## config.mk

```make
export PLATFORM = sky130hd
export DESIGN_NAME = boil_fsm
export DESIGN_NICKNAME = d
export VERILOG_FILES = /design/src/rtl/boil_fsm.sv
export SDC_FILE = /design/constraint.sdc
export NUM_CORES = 1
export LEC_CHECK = 0
export CORE_ASPECT_RATIO = 0.7
export CORE_MARGIN = 4
export CORE_UTILIZATION = 58
export CTS_BUF_LIST = sky130_fd_sc_hd__clkbuf_4
export CTS_CLUSTER_DIAMETER = 50
export CTS_CLUSTER_SIZE = 28
export DETAILED_ROUTE_END_ITERATION = 8
export DONT_BUFFER_PORTS = 1
export PLACE_DENSITY = 0.73
export SYNTH_ARGS = -nofsm -noshare
export SYNTH_HDL_FRONTEND = slang
export SYNTH_SLANG_ARGS = --single-unit
```

## constraint.sdc

```tcl
create_clock -name clk -period 1.8 [get_ports clk]
set_clock_uncertainty 0.05 [all_clocks]
set_input_delay 0.36 -clock clk [delete_from_list [all_inputs] [get_ports clk]]
set_output_delay 0.36 -clock clk [all_outputs]
set_load 0.05 [all_outputs]
```

## src/rtl/boil_fsm.sv

```systemverilog
// Boil kettle controller: receives sparged wort, runs a timed boil with two
// hop additions, chills to pitching temperature, pitches yeast and drains
// the kettle to the fermenter. Single Moore FSM with registered outputs.
module boil_fsm #(
  parameter logic [7:0] T_BOIL     = 8'd100,
  parameter logic [7:0] T_MAX      = 8'd110,
  parameter logic [7:0] T_PITCH    = 8'd20,
  parameter logic [7:0] L_MIN      = 8'd40,
  parameter logic [7:0] L_MAX      = 8'd200,
  parameter logic [7:0] TIMER_BOIL = 8'd60,
  parameter logic [7:0] HOP_2_AT   = 8'd45
) (
  input  logic       clk,
  input  logic       reset,
  input  logic       tick,
  input  logic       wort_valid,
  input  logic       wort_done,
  input  logic [7:0] temp,
  input  logic [7:0] level,
  output logic       heat,
  output logic       cool,
  output logic       hop,
  output logic       yeast,
  output logic       drain,
  output logic       done,
  output logic       fault,
  output logic [3:0] state,
  output logic [7:0] boil_time
);

  typedef enum logic [3:0] {
    IDLE  = 4'd0,
    FILL  = 4'd1,
    RAMP  = 4'd2,
    BOIL  = 4'd3,
    COOL  = 4'd4,
    PITCH = 4'd5,
    DRAIN = 4'd6,
    DONE  = 4'd7,
    FAULT = 4'd8
  } state_t;

  state_t     r_state;
  logic [7:0] r_boil_time;
  logic       r_heat, r_cool, r_hop, r_yeast, r_drain, r_done, r_fault;
  logic [7:0] w_boil_next;

  // Saturating next value of the boil timer on a tick
  always_comb begin
    w_boil_next = r_boil_time;
    if (r_boil_time != 8'hFF) w_boil_next = r_boil_time + 8'd1;
  end

  // Main controller: state transitions and all registered outputs
  always_ff @(posedge clk or negedge reset) begin
    if (!reset) begin
      r_state     <= IDLE;
      r_boil_time <= '0;
      r_heat      <= 1'b0;
      r_cool      <= 1'b0;
      r_hop       <= 1'b0;
      r_yeast     <= 1'b0;
      r_drain     <= 1'b0;
      r_done      <= 1'b0;
      r_fault     <= 1'b0;
    end else begin
      // hop, yeast and done are single-cycle pulses
      r_hop   <= 1'b0;
      r_yeast <= 1'b0;
      r_done  <= 1'b0;
      case (r_state)
        IDLE: begin
          if (wort_valid) r_state <= FILL;
        end
        FILL: begin
          if (level > L_MAX) begin
            r_state <= FAULT;
            r_heat  <= 1'b0;
            r_drain <= 1'b0;
            r_cool  <= 1'b1;
            r_fault <= 1'b1;
          end else if (wort_done && level >= L_MIN) begin
            r_state <= RAMP;
            r_heat  <= 1'b1;
          end else if (wort_done) begin
            r_state <= DRAIN;
            r_drain <= 1'b1;
          end
        end
        RAMP: begin
          if (temp > T_MAX) begin
            r_state <= FAULT;
            r_heat  <= 1'b0;
            r_cool  <= 1'b1;
            r_fault <= 1'b1;
          end else if (temp >= T_BOIL) begin
            r_state     <= BOIL;
            r_boil_time <= '0;
            r_hop       <= 1'b1;
          end
        end
        BOIL: begin
          if (temp > T_MAX) begin
            r_state <= FAULT;
            r_heat  <= 1'b0;
            r_cool  <= 1'b1;
            r_fault <= 1'b1;
          end else if (r_boil_time == TIMER_BOIL) begin
            r_state <= COOL;
            r_heat  <= 1'b0;
            r_cool  <= 1'b1;
          end else if (tick) begin
            r_boil_time <= w_boil_next;
            // second addition fires only on the edge the timer reaches it
            if (w_boil_next == HOP_2_AT && w_boil_next != r_boil_time)
              r_hop <= 1'b1;
          end
        end
        COOL: begin
          if (temp <= T_PITCH) begin
            r_state <= PITCH;
            r_cool  <= 1'b0;
            r_yeast <= 1'b1;
          end
        end
        PITCH: begin
          r_state <= DRAIN;
          r_drain <= 1'b1;
        end
        DRAIN: begin
          if (level == '0) begin
            r_state <= DONE;
            r_drain <= 1'b0;
            r_done  <= 1'b1;
          end
        end
        DONE: begin
          r_state <= IDLE;
        end
        FAULT: begin
          r_heat  <= 1'b0;
          r_drain <= 1'b0;
          r_cool  <= 1'b1;
          r_fault <= 1'b1;
        end
        default: begin
          r_state <= FAULT;
          r_heat  <= 1'b0;
          r_drain <= 1'b0;
          r_cool  <= 1'b1;
          r_fault <= 1'b1;
        end
      endcase
    end
  end

  assign state     = r_state;
  assign boil_time = r_boil_time;
  assign heat      = r_heat;
  assign cool      = r_cool;
  assign hop       = r_hop;
  assign yeast     = r_yeast;
  assign drain     = r_drain;
  assign done      = r_done;
  assign fault     = r_fault;

endmodule

```

Yosys cells after proc, flatten, opt, wreduce, memory -nomap -nowiden --
Cells that the tools add are included.
Storage, ports and cells: flip-flop bits (word level) 19, input bits 21
Cells by class: add/subtract/negate cells 1, order comparisons 5, equality and inequality tests 29, muxes and demuxes 47, bitwise operators 4, reduce and logical (&&, ||, !) cells 15
Operators by type and width (number):
- $mux 8 | 6
- $mux 4 | 10
- $pmux 4 s9 | 1
- $mux 1 | 24
- $ne 2x2->1 const B | 10
- $eq 4x3->1 const B | 4
- $eq 8x6->1 const B | 2
- $pmux 8 s2 | 1
- $ne 3x3->1 const B | 5
- $reduce_or 5->1 | 2
- $add 8x1->8 const B | 1
- $eq 4x2->1 const B | 2
- $ge 8x6->1 const B | 1
- $ge 8x7->1 const B | 1
- $gt 8x7->1 const B | 1
- $gt 8x8->1 const B | 1
- $le 8x5->1 const B | 1
- $logic_not 8->1 | 1
- $ne 8x8->1 | 1
- $ne 8x8->1 const B | 1
- $pmux 1 s4 | 2
- $reduce_and 4->1 | 2
- $reduce_and 7->1 | 1
- $reduce_and 6->1 | 1
- 15 further kinds | 19

Depth between registers and ports, before layout --
depth in word-level cells 9, depth in mapped cells 8, mapped depth without buffers 7

Worst setup path before layout --
Ideal clock, no wire load.
path kind reg2reg, from register r_boil_time[0], in the netlist boil_time[0], to register r_cool, in the netlist cool, setup time 0.124 ns, data arrival time 2.052 ns, data required time 1.626 ns, setup slack -0.426 ns, cell stages (with the launch flop) 8, buffers on the path 0, path through dfrtp_1 inv_1 ha_1 nor4bb_4 and2_4 a2111o_1 a21boi_1 o21bai_1
On the way: longest elaborated chain between the ends 3
Ends and longest elaborated chain:
- from (decl) | line 44 | logic [7:0] r_boil_time;
- from (signal assigned) | line 113 | r_boil_time <= w_boil_next;
- $eq 8x6->1 | line 108 | end else if (r_boil_time == TIMER_BOIL) begin
- $ne 3x3->1 (no line)
- $reduce_and 5->1 (no line)
- to (signal assigned) | line 106 | r_cool <= 1'b1;
- to (signal assigned) | line 111 | r_cool <= 1'b1;
- to (signal assigned) | line 122 | r_cool <= 1'b0;
- to (decl) | line 45 | logic r_heat, r_cool, r_hop, r_yeast, r_drain, r_done, r_fault;
No other way between the ends. A chain may end at the register's enable or synchronous reset.

Worst setup path after layout --
from register r_boil_time[1], in the netlist boil_time[1], to register r_cool, in the netlist cool
Same word-level chain as after synthesis.

==> PnR_summary.wiki <==
{| class="wikitable"
! Metric !! Value
|-
| Worst slew pin tran || ~0.91 ns
|-
| Sort of element at the end of the critical path || flop
|-
| Synthesized area per cell || 8.88 µm²
|-
| Power dissipated by switching net loads || 0.173 mW
|-
| Arrival @ worst endpoint || about 2.0 ns
|-
| Pin count of the biggest net entering global routing || 20
|-
| Residual antenna-violating net count after detailed routing || 0
|-
| Worst-case hold slack || ~0.15 ns
|-
| Max frequency || roughly 530 MHz
|-
| Count of placed standard cells in the final layout, fillers left out || between 200 and 250
|-
| Endpoints failing setup || 4
|-
| Initial antenna violation count || 0
|-
| Highest-utilization routing layer at the global route stage || met2
|-
| Max Cap Violations || 0
|-
| Number of top-level pins || 40
|-
| Failing checks || setup timing
|-
| Final hold violation count || 0
|-
| Total standard cell area after synthesis || between 1000 and 1500 µm²
|-
| Flop and latch count out of synthesis || 19
|-
| Clock buffers created by TritonCTS || 3
|-
| Avg WL per Cell || 19.3 µm
|-
| Routed WL || between 4000 and 5000 µm
|-
| Async set or reset register ratio after synthesis || between 90% and 100%
|-
| Time the worst path needs with I/O delays and setup || about 1.9 ns
|-
| First-pass iteration count of the detailed router || 4
|-
| P&R area growth vs syn || 25.5%
|-
| Via count || approximately 1400
|-
| Vias per Instance || approximately 6.6
|-
| Worst-Skew Late Latency || roughly 0.3 ns
|-
| Total congestion overflow after global routing || 0
|-
| DPL Wire Length || between 2000 and 3000 µm
|-
| Internal power || 0.528 mW
|-
| Port-buffer cells || 0
|-
| Post-Synthesis Net Count || 178
|-
| Master cell of the clock root buffer || clkbuf_4
|-
| Drt first-iter violations || ~190
|-
| Number of flops mapped to enable cells by yosys || 0
|-
| H-tree depth || 1
|-
| Core Util, Final || between 70% and 80%
|-
| Die W || ~66 µm
|-
| Worst hold path class || in2reg
|-
| Antenna cell count || 0
|-
| CP Data Required Time || ~2.0 ns
|-
| Height of the chip || 48.8 µm
|-
| Fraction of power consumed by combinational cells || about 7.5%
|-
| Post-CTS clock slew at the launch and capture registers of the worst setup and hold paths || approximately 0.11 ns
|-
| Share of the synthesized area in the top cell type || between 30% and 40%
|-
| Rel. slew slack || approximately two fifths
|-
| Vias in the first global route || 1365
|-
| Design area || between 1500 and 2000 µm²
|-
| Ratio of cells with drive above 1 in the final layout || between 30% and 40%
|-
| Leading cell types by total area after synthesis || dfrtp_1 35%, a21oi_1 6.9%, nor3_1 2.9%
|-
| Fraction of the yosys area taken by sequential cells || around 35%
|-
| Share of total power in sequential cells || between 60% and 70%
|-
| TritonCTS clock tree || yes
|-
| Initial core utilization || 62.4%
|-
| Total clock sinks || 19
|-
| Std-Cell Core Area || approximately 2200 µm²
|-
| Synth area leader || dfrtp_1
|-
| Share of the clock period used by the worst path after layout || 104%
|-
| Unique masters post-synth || 52
|-
| Worst-case clock buffer depth || 2
|-
| Startpoint type of the worst setup path || flop
|-
| Instance area at placement || about 1600 µm²
|-
| Cell row count || 14
|-
| Floorplan die area || around 3200 µm²
|-
| Result of the run || finished with violations
|-
| DRC violations left || 0
|-
| Sw Share || between 20 and 25%
|-
| Primary FF master, synth || dfrtp_1
|-
| Met2 usage in global routing || between 30% and 40%
|-
| Global-route wire length before repair || 6420 µm
|-
| Global-route track usage on met3 || roughly 9.3%
|-
| # nets final || 210
|-
| Synth cell count leaders || 19 x a21oi_1, 19 x dfrtp_1, 9 x nor2_1
|-
| Post-layout worst setup margin || -0.0806 ns
|-
| Synth warnings || 0
|-
| Filler cells || between 150 and 200
|-
| Gate count after technology mapping || ~160
|-
| Clock power frac || between 30% and 40%
|-
| Leakage power || 0.729 nW
|-
| Global routing usage summed across all routing layers || 25.5%
|-
| Global Route met1 Usage || approximately 37%
|-
| DP Cell Count || between 200 and 250
|-
| Power per cell area || roughly 410 nW/µm²
|-
| Number of pins exceeding their max-slew limit in the final report || 0
|-
| RSZ-0062 raised after global routing || yes
|-
| Worst-path maximum fanout || 3
|-
| Routability cong. || between 0.9 and 1
|-
| Worst-case vdd ir drop || 398 µV
|-
| Path type of the worst setup path || reg2reg
|}
[cells by family (layout without fill, tap and decap cells)]
kind of cell             after synthesis  after routing  synth area share, %
flip-flops                            19             19                 34.5
adder cells (fa/ha/maj)                2              2                 1.82
AO/OA/AOI/OAI                         58             58                 29.7
XOR/XNOR                               1              1                0.636
buffers and inverters                 15             46                 5.73
AND/OR/NAND/NOR                       57             57                 25.0
multiplexers                           3              3                 2.55
[critical path, stage by stage (launching register included)]
cell and delay, ns:
dfrtp_2 0.40, inv_2 0.05, ha_4 0.15, nor4bb_4 0.15, buf_4 0.14, and2_4 0.13
a2111o_1 0.40, a21boi_4 0.16, o21bai_1 0.15
[sequential cells by signal, indices dropped and copies added, names as in the netlist]
name and count:
drain 1, boil_time 8, yeast 1, done 1
heat 1, cool 1, fault 1, hop 1
state 4
[layout make-up]
| type | instances | area (µm²) | area share [%] |
|---|---|---|---|
| clock buffers | 3 | 22.5 | 1.30 |
| clock inverters | 1 | 5.00 | 0.290 |
| inverters | 7 | 26.3 | 1.52 |
| multi-input cells | 121 | 876 | 50.7 |
| flip-flops and latches | 19 | 484 | 28.0 |
| well taps | 32 | 40.0 | 2.32 |
| repair buffers | 35 | 273 | 15.8 |
[per-stage QoR]
step	worst slack, ns	TNS [ns]	total power, mW
detailed placement	-0.0368	-0.0647	0.476
global placement	0.0314	0	0.475
global route	-0.162	-1.01	0.734
floorplan	-0.118	-0.339	0.466
finish	-0.0806	-0.169	0.701
CTS	-0.0139	-0.0139	0.703
[power by group through the flow]
stage	sequential [mW]	clock (mW)	combinational, mW
3_3_place_gp	0.435	0	0.0399
2_1_floorplan	0.435	0	0.0310
4_1_cts	0.427	0.226	0.0510
6_report	0.427	0.222	0.0526
5_1_grt	0.427	0.250	0.0575
3_5_place_dp	0.435	0	0.0409
[layout by cell type (no fill, tap or decap), types with 4 or more instances in the layout]
cell,count
a21oi_1,17
nor3_1,8
nand3_1,7
o21ai_0,5
dfrtp_1,12
dfrtp_2,7
inv_1,5
o21ai_1,4
nand2_1,5
nor2_1,9
and2_1,4
buf_4,32
[per-layer routing]
layer	vias to the layer above	share of wire, %
li1	656	-
met1	679	43
met2	96	45
met3	5	11
met4	0	0.57
met5	-	0
[repair_timing]
action,CTS,global route
endpoints found under the setup margin,4,12
hold buffers,1,0
gates cloned,0,1
pin swaps,2,5
setup buffers,6,3
resized for setup,4,12
endpoints found under the hold margin,19,0
[worst paths after layout]
path | from | end | slack (ns) | cells after the start
min in group asynchronous | reset | state[0] | 0.57 | 1
worst min register to register | boil_time[5] | boil_time[4] | 0.68 | 3
max in group asynchronous | reset | state[3] | 0.52 | 1
worst min-delay path | tick | boil_time[5] | 0.15 | 2
worst max-delay path | boil_time[1] | cool | -0.08 | 8
worst max register to register | boil_time[1] | cool | -0.08 | 8
No activity file was read; power rests on OpenSTA's default activity.
